<file path="src/rtl/pcm_mem_ctrl_if.sv">
// Request/response and PCM array signals of pcm_mem_ctrl.
// The controller connects through the slave modport; the upstream agent and array model use master.
interface pcm_mem_ctrl_if;
  logic        req_valid;
  logic        req_ready;
  logic        req_write;
  logic [19:0] req_addr;
  logic [15:0] req_wdata;
  logic [1:0]  req_byteen;
  logic        rsp_valid;
  logic [15:0] rsp_rdata;
  logic        busy;
  logic        pcm_ce;
  logic        pcm_we;
  logic [19:0] pcm_addr;
  logic [15:0] pcm_wdata;
  logic [15:0] pcm_rdata;

  modport slave (
    input  req_valid, req_write, req_addr, req_wdata, req_byteen, pcm_rdata,
    output req_ready, rsp_valid, rsp_rdata, busy, pcm_ce, pcm_we, pcm_addr, pcm_wdata
  );

  modport master (
    output req_valid, req_write, req_addr, req_wdata, req_byteen, pcm_rdata,
    input  req_ready, rsp_valid, rsp_rdata, busy, pcm_ce, pcm_we, pcm_addr, pcm_wdata
  );
endinterface

</file>
<file path="src/rtl/pcm_mem_ctrl.sv">
// Single-request PCM array controller: timed read, write and read-modify-write phases.
// Partial writes read the word first and merge it with the enabled bytes.
module pcm_mem_ctrl #(
  parameter int READ_LAT  = 2,
  parameter int WRITE_LAT = 8,
  parameter int RECOVER   = 1
) (
  input  logic           clk,
  input  logic           reset,
  pcm_mem_ctrl_if.slave  bus
);

  typedef enum logic [2:0] {IDLE, RD, RMW_RD, WR, REC, RESP} state_t;

  localparam logic [7:0] RD_LEN  = 8'(READ_LAT - 1);
  localparam logic [7:0] WR_LEN  = 8'(WRITE_LAT - 1);
  localparam logic [7:0] REC_LEN = 8'(RECOVER - 1);

  state_t      state_q, state_d;
  logic [7:0]  cnt_q, cnt_d;
  logic        write_q;
  logic [19:0] addr_q;
  logic [15:0] wdata_q, rdata_q;
  logic [1:0]  byteen_q;
  logic        accept, last;
  logic [15:0] merged;

  assign accept = bus.req_valid && (state_q == IDLE);
  assign last   = (cnt_q == 8'd0);
  assign merged = {byteen_q[1] ? wdata_q[15:8] : bus.pcm_rdata[15:8],
                   byteen_q[0] ? wdata_q[7:0]  : bus.pcm_rdata[7:0]};

  always_comb begin
    state_d = state_q;
    cnt_d   = cnt_q;
    case (state_q)
      IDLE: begin
        cnt_d = 8'd0;
        if (accept) begin
          if (!bus.req_write) begin
            state_d = RD;
            cnt_d   = RD_LEN;
          end else begin
            case (bus.req_byteen)
              2'b11:   begin state_d = WR;     cnt_d = WR_LEN; end
              2'b00:   begin state_d = RESP;   cnt_d = 8'd0;   end
              default: begin state_d = RMW_RD; cnt_d = RD_LEN; end
            endcase
          end
        end
      end
      RD: begin
        if (last) state_d = RESP;
        else      cnt_d   = cnt_q - 8'd1;
      end
      RMW_RD: begin
        if (last) begin
          state_d = WR;
          cnt_d   = WR_LEN;
        end else cnt_d = cnt_q - 8'd1;
      end
      WR: begin
        if (last) begin
          if (RECOVER > 0) begin
            state_d = REC;
            cnt_d   = REC_LEN;
          end else state_d = RESP;
        end else cnt_d = cnt_q - 8'd1;
      end
      REC: begin
        if (last) state_d = RESP;
        else      cnt_d   = cnt_q - 8'd1;
      end
      RESP: begin
        state_d = IDLE;
        cnt_d   = 8'd0;
      end
      default: begin
        state_d = IDLE;
        cnt_d   = 8'd0;
      end
    endcase
  end

  always_ff @(posedge clk or posedge reset) begin
    if (reset) begin
      state_q  <= IDLE;
      cnt_q    <= 8'd0;
      write_q  <= 1'b0;
      addr_q   <= '0;
      wdata_q  <= '0;
      rdata_q  <= '0;
      byteen_q <= '0;
    end else begin
      state_q <= state_d;
      cnt_q   <= cnt_d;
      if (accept) begin
        write_q  <= bus.req_write;
        addr_q   <= bus.req_addr;
        wdata_q  <= bus.req_wdata;
        byteen_q <= bus.req_byteen;
      end
      if (state_q == RD && last)     rdata_q <= bus.pcm_rdata;
      // wdata_q becomes the merged word so WR drives it unchanged for its whole pulse
      if (state_q == RMW_RD && last) wdata_q <= merged;
    end
  end

  assign bus.req_ready = (state_q == IDLE);
  assign bus.busy      = (state_q != IDLE);
  assign bus.rsp_valid = (state_q == RESP);
  assign bus.rsp_rdata = (state_q == RESP && !write_q) ? rdata_q : 16'd0;
  assign bus.pcm_ce    = (state_q == RD) || (state_q == RMW_RD) || (state_q == WR);
  assign bus.pcm_we    = (state_q == WR);
  assign bus.pcm_addr  = (state_q == IDLE) ? 20'd0 : addr_q;
  assign bus.pcm_wdata = (state_q == IDLE) ? 16'd0 : wdata_q;

endmodule

</file>
<file path="src/flat_wrapper.sv">
// flat-port wrapper written by rule: the top's interface ports become plain ports
module pcm_mem_ctrl_flat 
#(
  parameter int READ_LAT  = 2,
  parameter int WRITE_LAT = 8,
  parameter int RECOVER   = 1
)
  (clk, reset, bus_req_valid, bus_req_write, bus_req_addr, bus_req_wdata, bus_req_byteen, bus_pcm_rdata, bus_req_ready, bus_rsp_valid, bus_rsp_rdata, bus_busy, bus_pcm_ce, bus_pcm_we, bus_pcm_addr, bus_pcm_wdata);
  pcm_mem_ctrl_if bus_i ();
  input  logic clk;
  input  logic reset;
  input wire logic [$bits(bus_i.req_valid)-1:0] bus_req_valid;
  input wire logic [$bits(bus_i.req_write)-1:0] bus_req_write;
  input wire logic [$bits(bus_i.req_addr)-1:0] bus_req_addr;
  input wire logic [$bits(bus_i.req_wdata)-1:0] bus_req_wdata;
  input wire logic [$bits(bus_i.req_byteen)-1:0] bus_req_byteen;
  input wire logic [$bits(bus_i.pcm_rdata)-1:0] bus_pcm_rdata;
  output wire logic [$bits(bus_i.req_ready)-1:0] bus_req_ready;
  output wire logic [$bits(bus_i.rsp_valid)-1:0] bus_rsp_valid;
  output wire logic [$bits(bus_i.rsp_rdata)-1:0] bus_rsp_rdata;
  output wire logic [$bits(bus_i.busy)-1:0] bus_busy;
  output wire logic [$bits(bus_i.pcm_ce)-1:0] bus_pcm_ce;
  output wire logic [$bits(bus_i.pcm_we)-1:0] bus_pcm_we;
  output wire logic [$bits(bus_i.pcm_addr)-1:0] bus_pcm_addr;
  output wire logic [$bits(bus_i.pcm_wdata)-1:0] bus_pcm_wdata;
  assign bus_i.req_valid = bus_req_valid;
  assign bus_i.req_write = bus_req_write;
  assign bus_i.req_addr = bus_req_addr;
  assign bus_i.req_wdata = bus_req_wdata;
  assign bus_i.req_byteen = bus_req_byteen;
  assign bus_i.pcm_rdata = bus_pcm_rdata;
  assign bus_req_ready = bus_i.req_ready;
  assign bus_rsp_valid = bus_i.rsp_valid;
  assign bus_rsp_rdata = bus_i.rsp_rdata;
  assign bus_busy = bus_i.busy;
  assign bus_pcm_ce = bus_i.pcm_ce;
  assign bus_pcm_we = bus_i.pcm_we;
  assign bus_pcm_addr = bus_i.pcm_addr;
  assign bus_pcm_wdata = bus_i.pcm_wdata;
  pcm_mem_ctrl #(.READ_LAT(READ_LAT), .WRITE_LAT(WRITE_LAT), .RECOVER(RECOVER)) u_core (.clk(clk), .reset(reset), .bus(bus_i));
endmodule
</file>
<file path="config.mk">
export PLATFORM = sky130hd
export DESIGN_NAME = pcm_mem_ctrl_flat
export DESIGN_NICKNAME = d
export VERILOG_FILES = /design/src/rtl/pcm_mem_ctrl_if.sv /design/src/rtl/pcm_mem_ctrl.sv /design/src/flat_wrapper.sv
export SDC_FILE = /design/constraint.sdc
export NUM_CORES = 1
export LEC_CHECK = 0
export ABC_AREA = 1
export CAP_MARGIN = 40
export CORE_MARGIN = 2
export CORE_UTILIZATION = 46
export DETAILED_ROUTE_END_ITERATION = 8
export PLACE_DENSITY = 0.91
export SLEW_MARGIN = 40
export SYNTH_ARGS = -nofsm -noshare
export SYNTH_HDL_FRONTEND = slang
export SYNTH_SLANG_ARGS = --single-unit
</file>
<file path="constraint.sdc">
create_clock -name clk -period 2.45 [get_ports clk]
set_input_delay 0.6125 -clock clk [delete_from_list [all_inputs] [get_ports clk]]
set_output_delay 0.6125 -clock clk [all_outputs]
set_load 0.01 [all_outputs]
</file>
# == Word-level counts from Yosys, hierarchy flattened ==
# Cells that the tools add are included.
# Widths: inputs -> output; s select.
# word_totals
ff_bits,66
output_inout_bits,57
wordCells,59
# classes
n_addsub,1
eq_ne,13
muxes,21
reduce_logical,16
# ops
operator,n
$mux 16,4
$mux 8,7
$pmux 8 s4,1
$mux 20,1
$mux 3,5
$pmux 3 s2,2
$pmux 3 s4,1
$logic_not 8->1,1
$ne 2x1->1 const B,4
$sub 8x1->8 const B,1
$eq 3x2->1 const B,2
$eq 3x3->1 const B,2
$ne 2x2->1 const B,3
$logic_and 1x1->1,4
$reduce_and 2->1,2
$reduce_and 4->1,1
$eq 3x1->1 const B,1
$logic_not 3->1,1
$reduce_bool 3->1,1
$eq 2x2->1 const B,1
$logic_not 2->1,1
$logic_or 1x1->1,2
$reduce_bool 2->1,1
$reduce_or 2->1,1
$logic_not 1->1,1

# == Logic depth before layout (Yosys ltp) ==
# Gate-level depths: netlist of run 1.
# depth
depth_word,5
ltp_mapped,10
depth_no_buf,10

# == Worst setup path after synthesis of run 1 ==
# Ideal clock, no wire load.
# synth_path
kind,register to output
start,register u_core.state_q[2]
end,output bus_rsp_rdata[10]
arrival_ns,1.354
required_time_ns,1.837
slack_ns,0.484
path_stages_with_launch,6
cell_sequence,dfrtp_1 > inv_1 > nor2_1 > nand2_1 > clkbuf_1 > nor2_1
# synth_between
elab_chain_cells,3
# synth_rtl
element,line_no,text
"start, declared",pcm_mem_ctrl.sv:19,"state_t state_q, state_d;"
"start signal, assigned",pcm_mem_ctrl.sv:95,state_q <= state_d;
$eq 3x3->1,--,
via bus_rsp_valid,flat_wrapper.sv:19,output wire logic [$bits(bus_i.rsp_valid)-1:0] bus_rsp_valid;
$logic_and 1x1->1,pcm_mem_ctrl.sv:112,assign bus.rsp_rdata = (state_q == RESP && !write_q) ? rdata_q : 16'd0;
$mux 16,pcm_mem_ctrl.sv:112,
"end, declared",flat_wrapper.sv:20,output wire logic [$bits(bus_i.rsp_rdata)-1:0] bus_rsp_rdata;
# The timed path passes the listed nets, and every way through them passes these cells.

# == Final worst setup path of run 1 ==
# layout_path
start,register u_core.state_q[0]
end,output bus_pcm_wdata[13]
# layout_between
elab_chain_cells,2
# layout_rtl
element,line_no,text
$logic_not 3->1,pcm_mem_ctrl.sv:116,assign bus.pcm_wdata = (state_q == IDLE) ? 16'd0 : wdata_q;
$mux 16,pcm_mem_ctrl.sv:116,
"end, declared",flat_wrapper.sv:25,output wire logic [$bits(bus_i.pcm_wdata)-1:0] bus_pcm_wdata;
# No other way between the ends.

==> out/metrics.json, run 1 <==
{
  "routing": {
    "detailed_router_s_first_iteration_violation_count": 224,
    "drt-pass1-iter-count": 4,
    "avgViaCountPerCell": 4.73,
    "via_count": 3204,
    "detail_route.wl_per_cell_um": 13.1,
    "route.final.wire_length_um": 8850,
    "ant_nets": 0,
    "drc": 0
  },
  "synth": {
    "synth_mux_area_share_pct": 0,
    "synthArstFlopShare_pct": 100,
    "synth_top_cells_by_area": "dfrtp_1 49%, nand2_1 11%, o21ai_0 10%, inv_1 9.6%, nor2_1 7.6%",
    "synth_fp_nets": 517,
    "synth_top_cell_by_area": "dfrtp_1",
    "post_synth_xor_area_fraction_pct": 1.03,
    "synth_cells": 455,
    "postSynthAreaPerCell_um2": 7.45,
    "synth_compound_gate_area_share_pct": 13.0,
    "synth-edff-count": 0,
    "synth.ff_latch_count": 66,
    "synth_cell_area_mm2": 0.00339,
    "synth.lib_cells_used.distinct": 25,
    "synth_top_area_share_pct": 48.7,
    "synth_simple_gate_area_share_pct": 23.0,
    "ys_top_cells_by_count": "103 x nand2_1, 87 x inv_1, 71 x o21ai_0",
    "synth_sequential_area_ratio_pct": 48.7,
    "yosys.area_share.adder_pct": 1.48,
    "synthesis_warnings": 0,
    "yosys_most_used_dff": "dfrtp_1",
    "synthMostInstantiatedCell": "nand2_1",
    "synth_top_family_by_area": "simple AND/OR/NAND/NOR gates"
  },
  "power": {
    "power_leakage_nw": 2.68,
    "ir_drop_mv": 0.605,
    "power.combinational.fraction_pct": 53.3,
    "power.density_cell_area_mw_per_mm2": 1170,
    "p_int_mw": 3.35,
    "clkPwrFrac_pct": 14.1,
    "sequential_share_of_power_pct": 32.6,
    "power_switching_mw": 2.35,
    "sw_frac_of_total_pct": 41.2
  },
  "sta": {
    "maxSlewHeadroom_pct": 60.0,
    "drv_slew": 0,
    "worst-slew-pin-transition_ns": 0.594,
    "hold_violations": 0,
    "fin_setup_tns_ns": 0,
    "setup_viol": 0,
    "final.setup_skew_ns": 0.00995,
    "fmax_mhz": 417,
    "timing.final.crit_share_pct": 97.9,
    "final_period_minus_worst_setup_slack_ns": 2.40
  },
  "final_layout": {
    "final_net_count": 636,
    "num-fill-cells": 584,
    "layout-area-overhead-vs-synth_pct": 43.9,
    "final_area_mm2": 0.00487,
    "insertedDiodeCount": 0,
    "drive_above_1_share_pct": 7.94
  },
  "floorplanning": {
    "ioPinCount": 115,
    "core_area_mm2": 0.00718,
    "die_w_um": 89.8,
    "die_footprint_mm2": 0.00807,
    "floorplan.initialDensity_pct": 47.2,
    "dieHeight_um": 89.8,
    "core.rowCount": 31
  },
  "grt": {
    "global_route_usage_sum_pct": 22.5,
    "first_global_vias": 3127,
    "wire_length_of_the_first_global_routing_pass_um": 14600,
    "grt_antenna_before_repair": 0,
    "grt_start_max_net_pins": 47,
    "grt.overflow.total": 0
  },
  "place": {
    "gpl.final_weighted_congestion": 0.856,
    "placedInstanceArea_mm2": 0.00464,
    "place_hpwl_um": 6390,
    "io_buffer_count": 114
  },
  "cts": {
    "cts-buffers-inserted": 9,
    "clockRootBuffer": "clkbuf_8",
    "clock_latency_ns": 0.34,
    "htree_levels": 3,
    "max-clock-path-buffers": 2,
    "cts.sink_count": 66,
    "clk_pin_slew_worst_paths_ns": 0.07,
    "tritoncts": "built"
  },
  "critical_path": {
    "critPathKind": "flip-flop to output port",
    "worst_path_maximum_fanout": 20,
    "ff2ff_setup_slack_ns": 0.47,
    "timing.critical_path.arrival_ns": 1.79,
    "endpoint_required_time_on_the_critical_path_ns": 1.84,
    "critical_path.startpoint_type": "flip-flop",
    "timing.critical_path.to_type": "output port"
  },
  "status": {
    "result_of_the_run": "finished, final reports clean"
  },
  "run": {
    "maxCapViolCount": 0
  },
  "worst_hold_path": {
    "worstHoldPathType": "flip-flop to flip-flop"
  }
}
==> worst max-delay path: stages (launching register included) <==
cell,delay (ns)
dfrtp_2,0.44
nor2_4,0.14
nand2_2,0.08
inv_2,0.09
buf_12,0.15
nor2_1,0.05
clkdlybuf4s50_1,0.48
==> sequential cells by signal (all words and copies together), names as in the netlist <==
register and cells:
u_core.state_q 3, u_core.rdata_q 16, u_core.cnt_q 8, u_core.byteen_q 2, u_core.wdata_q 16, u_core.write_q 1, u_core.addr_q 20
==> routing by layer <==
layer,global-route usage (%),vias to the layer above,wire (µm)
li1,-,1611,-
met2,36.6,108,4280
met1,29.6,1465,3880
met5,0,-,0
met3,3.10,20,428
met4,11.5,0,260
==> final cells by class <==
| type | count | area, µm² | share of cell area (%) |
|---|---|---|---|
| clock buffer | 11 | 141 | 2.90 |
| clock inverter | 5 | 30.0 | 0.616 |
| inverter | 89 | 337 | 6.90 |
| multi-input combinational | 282 | 1310 | 26.9 |
| sequential | 66 | 1660 | 34.0 |
| tap | 99 | 124 | 2.54 |
| timing repair buffer | 126 | 1280 | 26.2 |
==> through the flow <==
stage	std cells	util, %	total power [mW]	setup slack, ns	hold WS (ns)
floorplan	455	-	3.58	0.183	0.449
global placement	656	64.6	4.81	0.146	0.465
detailed placement	656	64.6	4.94	0.0776	0.466
CTS	678	67.5	5.75	0.0259	0.486
global route	678	67.9	6.18	-0.00968	0.499
finish	678	67.9	5.70	0.0505	0.489
==> cells in the final DEF (no fill, tap or decap), drive strengths merged <==
cell | netlist | final
nand2 | 105 | 105
inv | 89 | 89
o21ai | 79 | 79
nor2 | 72 | 72
dfrtp | 66 | 66
clkdlybuf4s50 | 0 | 65
dlygate4sd2 | 0 | 35
dlymetal6s2s | 0 | 13
clkbuf | 9 | 12
nand3 | 11 | 11
buf | 9 | 11
xor2 | 4 | 4
ha | 4 | 4
clkinv | 0 | 3
nand4 | 2 | 2
a31oi | 2 | 2
clkinvlp | 0 | 2
a21oi | 1 | 1
nor3 | 1 | 1
nor3b | 1 | 1
bufbuf | 0 | 1
==> final timing paths <==
check	from	to	cells past startpoint
min reg2reg	u_core.cnt_q[1]	u_core.cnt_q[1]	2
max reg2reg	u_core.cnt_q[0]	u_core.wdata_q[1]	9
min	u_core.cnt_q[1]	u_core.cnt_q[1]	2
max	u_core.state_q[0]	bus_pcm_wdata[13]	6
max in group asynchronous	reset	u_core.state_q[1]	3
min in group asynchronous	reset	u_core.addr_q[0]	2
==> power groups by stage <==
stage	combinational (mW)	sequential [mW]	clock (mW)
after floorplan	1.78	1.80	0
after global placement	2.96	1.85	0
after detailed placement	3.06	1.88	0
after CTS	3.08	1.85	0.819
after global routing	3.41	1.90	0.876
final	3.04	1.86	0.804
==> cell families (layout without fill, tap and decap cells) <==
family | after synthesis | after routing
simple gates | 192 | 192
xor+xnor | 4 | 4
fa+ha+maj | 4 | 4
buf+inv | 107 | 231
compound gates | 82 | 82
flops | 66 | 66
==> timing repair <==
| item | CTS | global route |
|---|---|---|
| hold buffers | 0 | 0 |
| setup buffers | 5 | 0 |
| cloned | 1 | 0 |
| pin swaps | 1 | 0 |
| setup endpoints to repair | 53 | 29 |
| resized for setup | 40 | 17 |
No activity file was read; power rests on OpenSTA's default activity.
==> run 2, diff against run 1 <==
CORE_UTILIZATION = 49   (was 46)
PLACE_DENSITY = 0.95   (was 0.91)
SLEW_MARGIN = unset   (was 40)
clock period = 3.1 ns   (was 2.45 ns; I/O delays follow)
==> run 2 against run 1 <==
  * Setup slack gained 0.11 ns
  * Sequential share of layout area is 0.62 points higher
  * Utilization up 2.8 points
  * Sequential cell count unchanged
==> out/metrics.json, run 2 (synthesis gave the netlist of run 1 again) <==
{
  "status": {
    "result_of_the_run": "finished, final reports clean"
  },
  "power": {
    "power_leakage_nw": 2.35,
    "ir_drop_mv": 0.530,
    "power.density_cell_area_mw_per_mm2": 952
  },
  "cts": {
    "clk_pin_slew_worst_paths_ns": 0.07,
    "max-clock-path-buffers": 2,
    "htree_levels": 3,
    "cts-buffers-inserted": 9,
    "clockRootBuffer": "clkbuf_8",
    "tritoncts": "built",
    "cts.sink_count": 66,
    "clock_latency_ns": 0.34
  },
  "critical_path": {
    "ff2ff_setup_slack_ns": 0.98,
    "critical_path_cell_count": 6,
    "timing.critical_path.arrival_ns": 2.16,
    "timing.rr.start": "u_core.cnt_q[0]",
    "critical_path.max_stage_delay_ns": 0.57,
    "timing.critical_path.to_type": "output port",
    "crit_chain": "inv_1 > nand2_2 > inv_1 > buf_4 > nor2_1 > clkdlybuf4s50_1",
    "worst_r2r_dst": "u_core.wdata_q[11]",
    "endpoint_required_time_on_the_critical_path_ns": 2.32,
    "worst_path_maximum_fanout": 27,
    "crit_path_end": "bus_pcm_wdata[2]",
    "critPathBufInv": 4,
    "timing.critical_path.from": "u_core.state_q[2]",
    "critical_path.startpoint_type": "flip-flop",
    "rr_worst_depth": 7,
    "cpMostUsedCell": "inv_1",
    "critPathKind": "flip-flop to output port",
    "crit_slowest_cell": "clkdlybuf4s50_1",
    "crit_family": "buffers and inverters"
  },
  "floorplanning": {
    "die_footprint_mm2": 0.00760,
    "dieHeight_um": 87.2,
    "die_w_um": 87.2,
    "ioPinCount": 115,
    "floorplan.initialDensity_pct": 50.1,
    "core_area_mm2": 0.00676,
    "core.rowCount": 30
  },
  "routing": {
    "drc": 0,
    "via_count": 3174,
    "route.final.wire_length_um": 8200,
    "ant_nets": 0,
    "drt-pass1-iter-count": 6,
    "avgViaCountPerCell": 4.88,
    "detail_route.wl_per_cell_um": 12.6,
    "detailed_router_s_first_iteration_violation_count": 182
  },
  "place": {
    "io_buffer_count": 114,
    "place_hpwl_um": 6360,
    "gpl.final_weighted_congestion": 0.860,
    "placedInstanceArea_mm2": 0.00458,
    "place_inst": 636
  },
  "final_layout": {
    "largest_register": "u_core.addr_q",
    "stdcell_count": 650,
    "multiInputGateArea_mm2": 0.00131,
    "layout.area.seq_mm2": 0.00165,
    "final_area_mm2": 0.00478,
    "reg_top3": "u_core.addr_q x20, u_core.rdata_q x16, u_core.wdata_q x16",
    "insertedDiodeCount": 0,
    "most_frequent_cells_in_the_layout": "114 x clkdlybuf4s50_1, 102 x nand2_1, 86 x inv_1",
    "largest_reg_flops": 20,
    "drive_above_1_share_pct": 5.79,
    "final_common_cell": "clkdlybuf4s50_1",
    "num-fill-cells": 536,
    "layout-area-overhead-vs-synth_pct": 41.0,
    "final_net_count": 629
  },
  "worst_hold_path": {
    "worstHoldPathType": "flip-flop to flip-flop",
    "min_path_cells": 2
  },
  "sta": {
    "unrepaired_setup_endpoints_after_global_routing": "no",
    "setup_viol": 0,
    "fin_setup_tns_ns": 0,
    "final_period_minus_worst_setup_slack_ns": 2.94,
    "fmax_mhz": 341,
    "hold_violations": 0,
    "drv_slew": 0,
    "maxSlewHeadroom_pct": 60.1,
    "timing.final.crit_share_pct": 94.7,
    "worst-slew-pin-transition_ns": 0.592,
    "final.setup_skew_ns": 0.0127
  },
  "run": {
    "maxCapViolCount": 0
  },
  "grt": {
    "grt_start_max_net_pins": 39,
    "grt_antenna_before_repair": 0,
    "global_route_usage_sum_pct": 22.5,
    "grt.overflow.total": 0,
    "first_global_vias": 3078,
    "wire_length_of_the_first_global_routing_pass_um": 13400
  }
}
[run 2: changes by cell type in the layout (fill, tap and decap cells not counted), moves of 2 or more]
cell / change
dfrtp_1: +3
buf_12: -2
buf_4: -4
dlygate4sd2_1: -35
clkinvlp_4: -2
clkdlybuf4s50_1: +49
dfrtp_2: -3
dlymetal6s2s_1: -13
[run 2: worst register-to-register path: cells and delay by family (launching register included)]
kind / cells / cell delay [ns]
adders and majority gates: 1 / 0.16
buffers and inverters: 1 / 0.12
AOI/OAI and AO/OA: 2 / 0.64
DFF: 1 / 0.41
and+or+nand+nor: 3 / 0.65
[run 2: per-stage QoR]
step	hold slack [ns]	total power [mW]	utilization, %	setup WS [ns]
after floorplan	0.449	2.83	-	0.670
after CTS	0.490	4.58	70.6	0.0649
final	0.492	4.55	70.7	0.164
after global routing	0.517	4.94	70.7	0.0658
after detailed placement	0.474	3.86	67.8	0.427
after global placement	0.465	3.77	67.8	0.572
[run 2: metal layers]
metal	vias up	part of all wire [%]	track usage [%]
met3	22	5.0	3.03
met2	98	48	36.6
li1	1591	-	-
met4	0	3.2	10.1
met1	1463	44	30.2
met5	-	0	0
[run 2: worst min path at each step]
stage / startpoint / endpoint / slack (ns)
after floorplan: u_core.cnt_q[1] / u_core.cnt_q[1] / 0.45
after global routing: u_core.rdata_q[15] / u_core.rdata_q[15] / 0.52
final: u_core.rdata_q[15] / u_core.rdata_q[15] / 0.49
after global placement: u_core.cnt_q[1] / u_core.cnt_q[1] / 0.47
after detailed placement: u_core.rdata_q[2] / u_core.rdata_q[2] / 0.47
after CTS: u_core.rdata_q[2] / u_core.rdata_q[2] / 0.49
[run 2: area by class of cell]
class	count	area share, %
Multi-Input combinational cell	282	27.3
Clock buffer	11	3.17
Inverter	89	7.05
Sequential cell	66	34.6
Tap cell	80	2.10
Clock inverter	3	0.838
Timing Repair Buffer	119	24.9
[run 2: timing repair]
action | in CTS | in global routing
setup buffers | 0 | 0
hold buffers | 0 | 0
endpoints found under the setup margin | 0 | 16
hold endpoints to repair | 0 | 0
gates resized for setup | 0 | 1
[run 2: power breakdown]
| group | total, mW | leakage, nW | switching [mW] | internal (mW) |
|---|---|---|---|---|
| clock | 0.701 | 0.101 | 0.298 | 0.403 |
| sequential | 1.47 | 0.815 | 0.198 | 1.27 |
| combinational | 2.37 | 1.43 | 1.27 | 1.10 |
==> run 3, diff against run 2 <==
ABC_AREA = unset   (was 1)
==> run 3 against run 2 <==
  * Power up 7.1%
  * Global-route usage up 3.9 points
  * Highest routed layer unchanged
  * Cell count fell by 22%
  * Critical endpoint is now bus_pcm_wdata[4]
==> out/metrics.json, run 3 <==
{
  "sta": {
    "drv_slew": 0,
    "setup_viol": 0,
    "hold-worst-slack_ns": 0.501,
    "final_period_minus_worst_setup_slack_ns": 3.04,
    "timing.final.crit_share_pct": 98.2,
    "maxSlewHeadroom_pct": 57.1,
    "finalWorstSetupSlack_ns": 0.0570,
    "fmax_mhz": 329,
    "final.setup_skew_ns": 0.00867,
    "unrepaired_setup_endpoints_after_global_routing": "no",
    "hold_violations": 0,
    "worst-slew-pin-transition_ns": 0.639,
    "fin_setup_tns_ns": 0
  },
  "cts": {
    "clock_latency_ns": 0.36,
    "tritoncts": "built",
    "max-clock-path-buffers": 2,
    "htree_levels": 3,
    "clk_pin_slew_worst_paths_ns": 0.07,
    "cts-hold-fix-buffers": 0,
    "cts-buffers-inserted": 9,
    "clockRootBuffer": "clkbuf_8",
    "post-cts-setup-buffer-count": 0,
    "cts.sink_count": 66
  },
  "critical_path": {
    "timing.critical_path.to_type": "output port",
    "ff2ff_setup_slack_ns": 0.85,
    "critical_path.startpoint_type": "flip-flop",
    "worst_r2r_dst": "u_core.rdata_q[13]",
    "timing.rr.start": "u_core.cnt_q[0]",
    "critPathKind": "flip-flop to output port",
    "crit_path_end": "bus_pcm_wdata[4]",
    "timing.critical_path.from": "u_core.state_q[1]",
    "rr_worst_depth": 8,
    "endpoint_required_time_on_the_critical_path_ns": 2.32,
    "worst_path_maximum_fanout": 31,
    "timing.critical_path.arrival_ns": 2.27
  },
  "final_layout": {
    "layout-area-overhead-vs-synth_pct": 45.2,
    "largest_register": "u_core.addr_q",
    "drive_above_1_share_pct": 21.3,
    "insertedDiodeCount": 0,
    "final_common_cell": "clkdlybuf4s50_1",
    "final_net_count": 484,
    "num-fill-cells": 386,
    "largest_reg_flops": 20,
    "most_frequent_cells_in_the_layout": "113 x clkdlybuf4s50_1, 66 x dfrtp_1, 54 x and2_1",
    "reg_top3": "u_core.addr_q x20, u_core.rdata_q x16, u_core.wdata_q x16"
  },
  "floorplanning": {
    "die_w_um": 86.2,
    "dieHeight_um": 86.2,
    "die_footprint_mm2": 0.00743,
    "floorplan.initialDensity_pct": 51.3,
    "core_area_mm2": 0.00646,
    "ioPinCount": 115,
    "core.rowCount": 29
  },
  "synth": {
    "synth.lib_cells_used.distinct": 41,
    "yosys_most_used_dff": "dfrtp_1",
    "synth_top_cell_by_area": "dfrtp_1",
    "synthMostInstantiatedCell": "dfrtp_1",
    "synth_fp_nets": 361,
    "postSynthAreaPerCell_um2": 11.1,
    "synth_top_cells_by_area": "dfrtp_1 50%, and2_1 10%, mux2_2 9.2%, mux2_4 4.5%, a21oi_1 2.9%",
    "ys_top_cells_by_count": "66 x dfrtp_1, 54 x and2_1, 27 x mux2_2",
    "synth.ff_latch_count": 66,
    "synth_cell_area_mm2": 0.00331,
    "synthesis_warnings": 0,
    "synth_sequential_area_ratio_pct": 49.9,
    "synthArstFlopShare_pct": 100,
    "synth-edff-count": 0,
    "synth_cells": 299,
    "synth_top_area_share_pct": 49.9
  },
  "grt": {
    "grt_start_max_net_pins": 32,
    "grt.overflow.total": 0,
    "grt_antenna_before_repair": 0,
    "global_route_usage_sum_pct": 26.4,
    "wire_length_of_the_first_global_routing_pass_um": 15000,
    "first_global_vias": 3060
  },
  "routing": {
    "detail_route.wl_per_cell_um": 18.6,
    "avgViaCountPerCell": 5.63,
    "route.final.wire_length_um": 9370,
    "detailed_router_s_first_iteration_violation_count": 235,
    "drt-pass1-iter-count": 5,
    "via_count": 2839,
    "ant_nets": 0,
    "drc": 0
  },
  "place": {
    "io_buffer_count": 114,
    "placement.setup.worst_slack_ns": 0.322,
    "gpl.final_weighted_congestion": 0.873,
    "place_hpwl_um": 6610
  },
  "power": {
    "ir_drop_mv": 0.794,
    "power.density_cell_area_mw_per_mm2": 1010,
    "power_leakage_nw": 2.04
  },
  "status": {
    "result_of_the_run": "finished, final reports clean"
  },
  "worst_hold_path": {
    "worstHoldPathType": "flip-flop to flip-flop"
  },
  "run": {
    "maxCapViolCount": 0
  }
}
run 3: changes by cell type in the layout (fill, tap and decap cells not counted), sizes merged, moves of 11 or more:
| cell | change |
|---|---|
| buf | +11 |
| o21ai | -71 |
| nor2 | -59 |
| inv | -83 |
| nand2 | -93 |
| and2 | +54 |
| a21oi | +18 |
| mux2 | +37 |
run 3: through the flow:
stage	std cells	instance area (µm²)	total power, mW	util (%)
6_report	504	4810	4.87	74.4
5_1_grt	504	4810	5.15	74.4
3_3_place_gp	488	4590	3.97	71.1
2_1_floorplan	299	3310	2.89	-
4_1_cts	504	4790	4.86	74.2
3_5_place_dp	488	4590	4.10	71.1
run 3: worst min-delay path by stage:
stage	from	endpoint	slack [ns]	cells past startpoint
after floorplan	u_core.byteen_q[1]	u_core.byteen_q[1]	0.44	2
after global placement	u_core.byteen_q[1]	u_core.byteen_q[1]	0.46	2
after detailed placement	u_core.byteen_q[1]	u_core.byteen_q[1]	0.47	2
after CTS	u_core.addr_q[19]	u_core.addr_q[19]	0.50	1
after global routing	u_core.addr_q[19]	u_core.addr_q[19]	0.51	1
final	u_core.addr_q[19]	u_core.addr_q[19]	0.50	1
run 3: final cells by class:
class | count | area [µm²] | area share, %
repair buffers | 130 | 1270 | 26.4
clock inverters | 7 | 70.1 | 1.46
inverters | 7 | 26.3 | 0.547
clock buffers | 9 | 124 | 2.58
flip-flops and latches | 66 | 1650 | 34.4
multi-input cells | 208 | 1570 | 32.7
well taps | 77 | 96.3 | 2.00
run 3: report_power, final:
part | switching [mW] | internal [mW] | total [mW]
Sequential | 0.271 | 1.29 | 1.56
Clock | 0.354 | 0.369 | 0.723
Combinational | 1.10 | 1.49 | 2.59
run 3: worst max-delay path: stages (launching register included):
cell,delay (ns)
dfrtp_1,0.40
buf_4,0.20
or3_4,0.43
buf_6,0.20
and2_1,0.18
clkdlybuf4s50_1,0.49
run 3: what timing repair did:
item	4_1_cts	5_1_grt
gates resized for setup	2	4
endpoints found under the setup margin	41	41
gates cloned	0	0
run 3: logic make-up (layout without fill, tap and decap cells):
logic type | after synthesis | in the layout | synth area share (%)
buf+inv | 25 | 153 | 3.17
fa+ha+maj | 4 | 4 | 1.51
xor+xnor | 5 | 5 | 1.32
simple gates | 106 | 106 | 18.9
compound gates | 56 | 56 | 11.5
flops | 66 | 66 | 49.9
mux | 37 | 37 | 13.7
run 3: per-layer routing:
layer	routed length, µm	vias to the layer above	global-route usage (%)	share of wire [%]
met1	3700	1371	31.4	39
li1	-	1296	-	-
met4	177	0	7.39	1.9
met5	0	-	0	0
met2	4620	151	44.7	49
met3	874	21	10.6	9.3
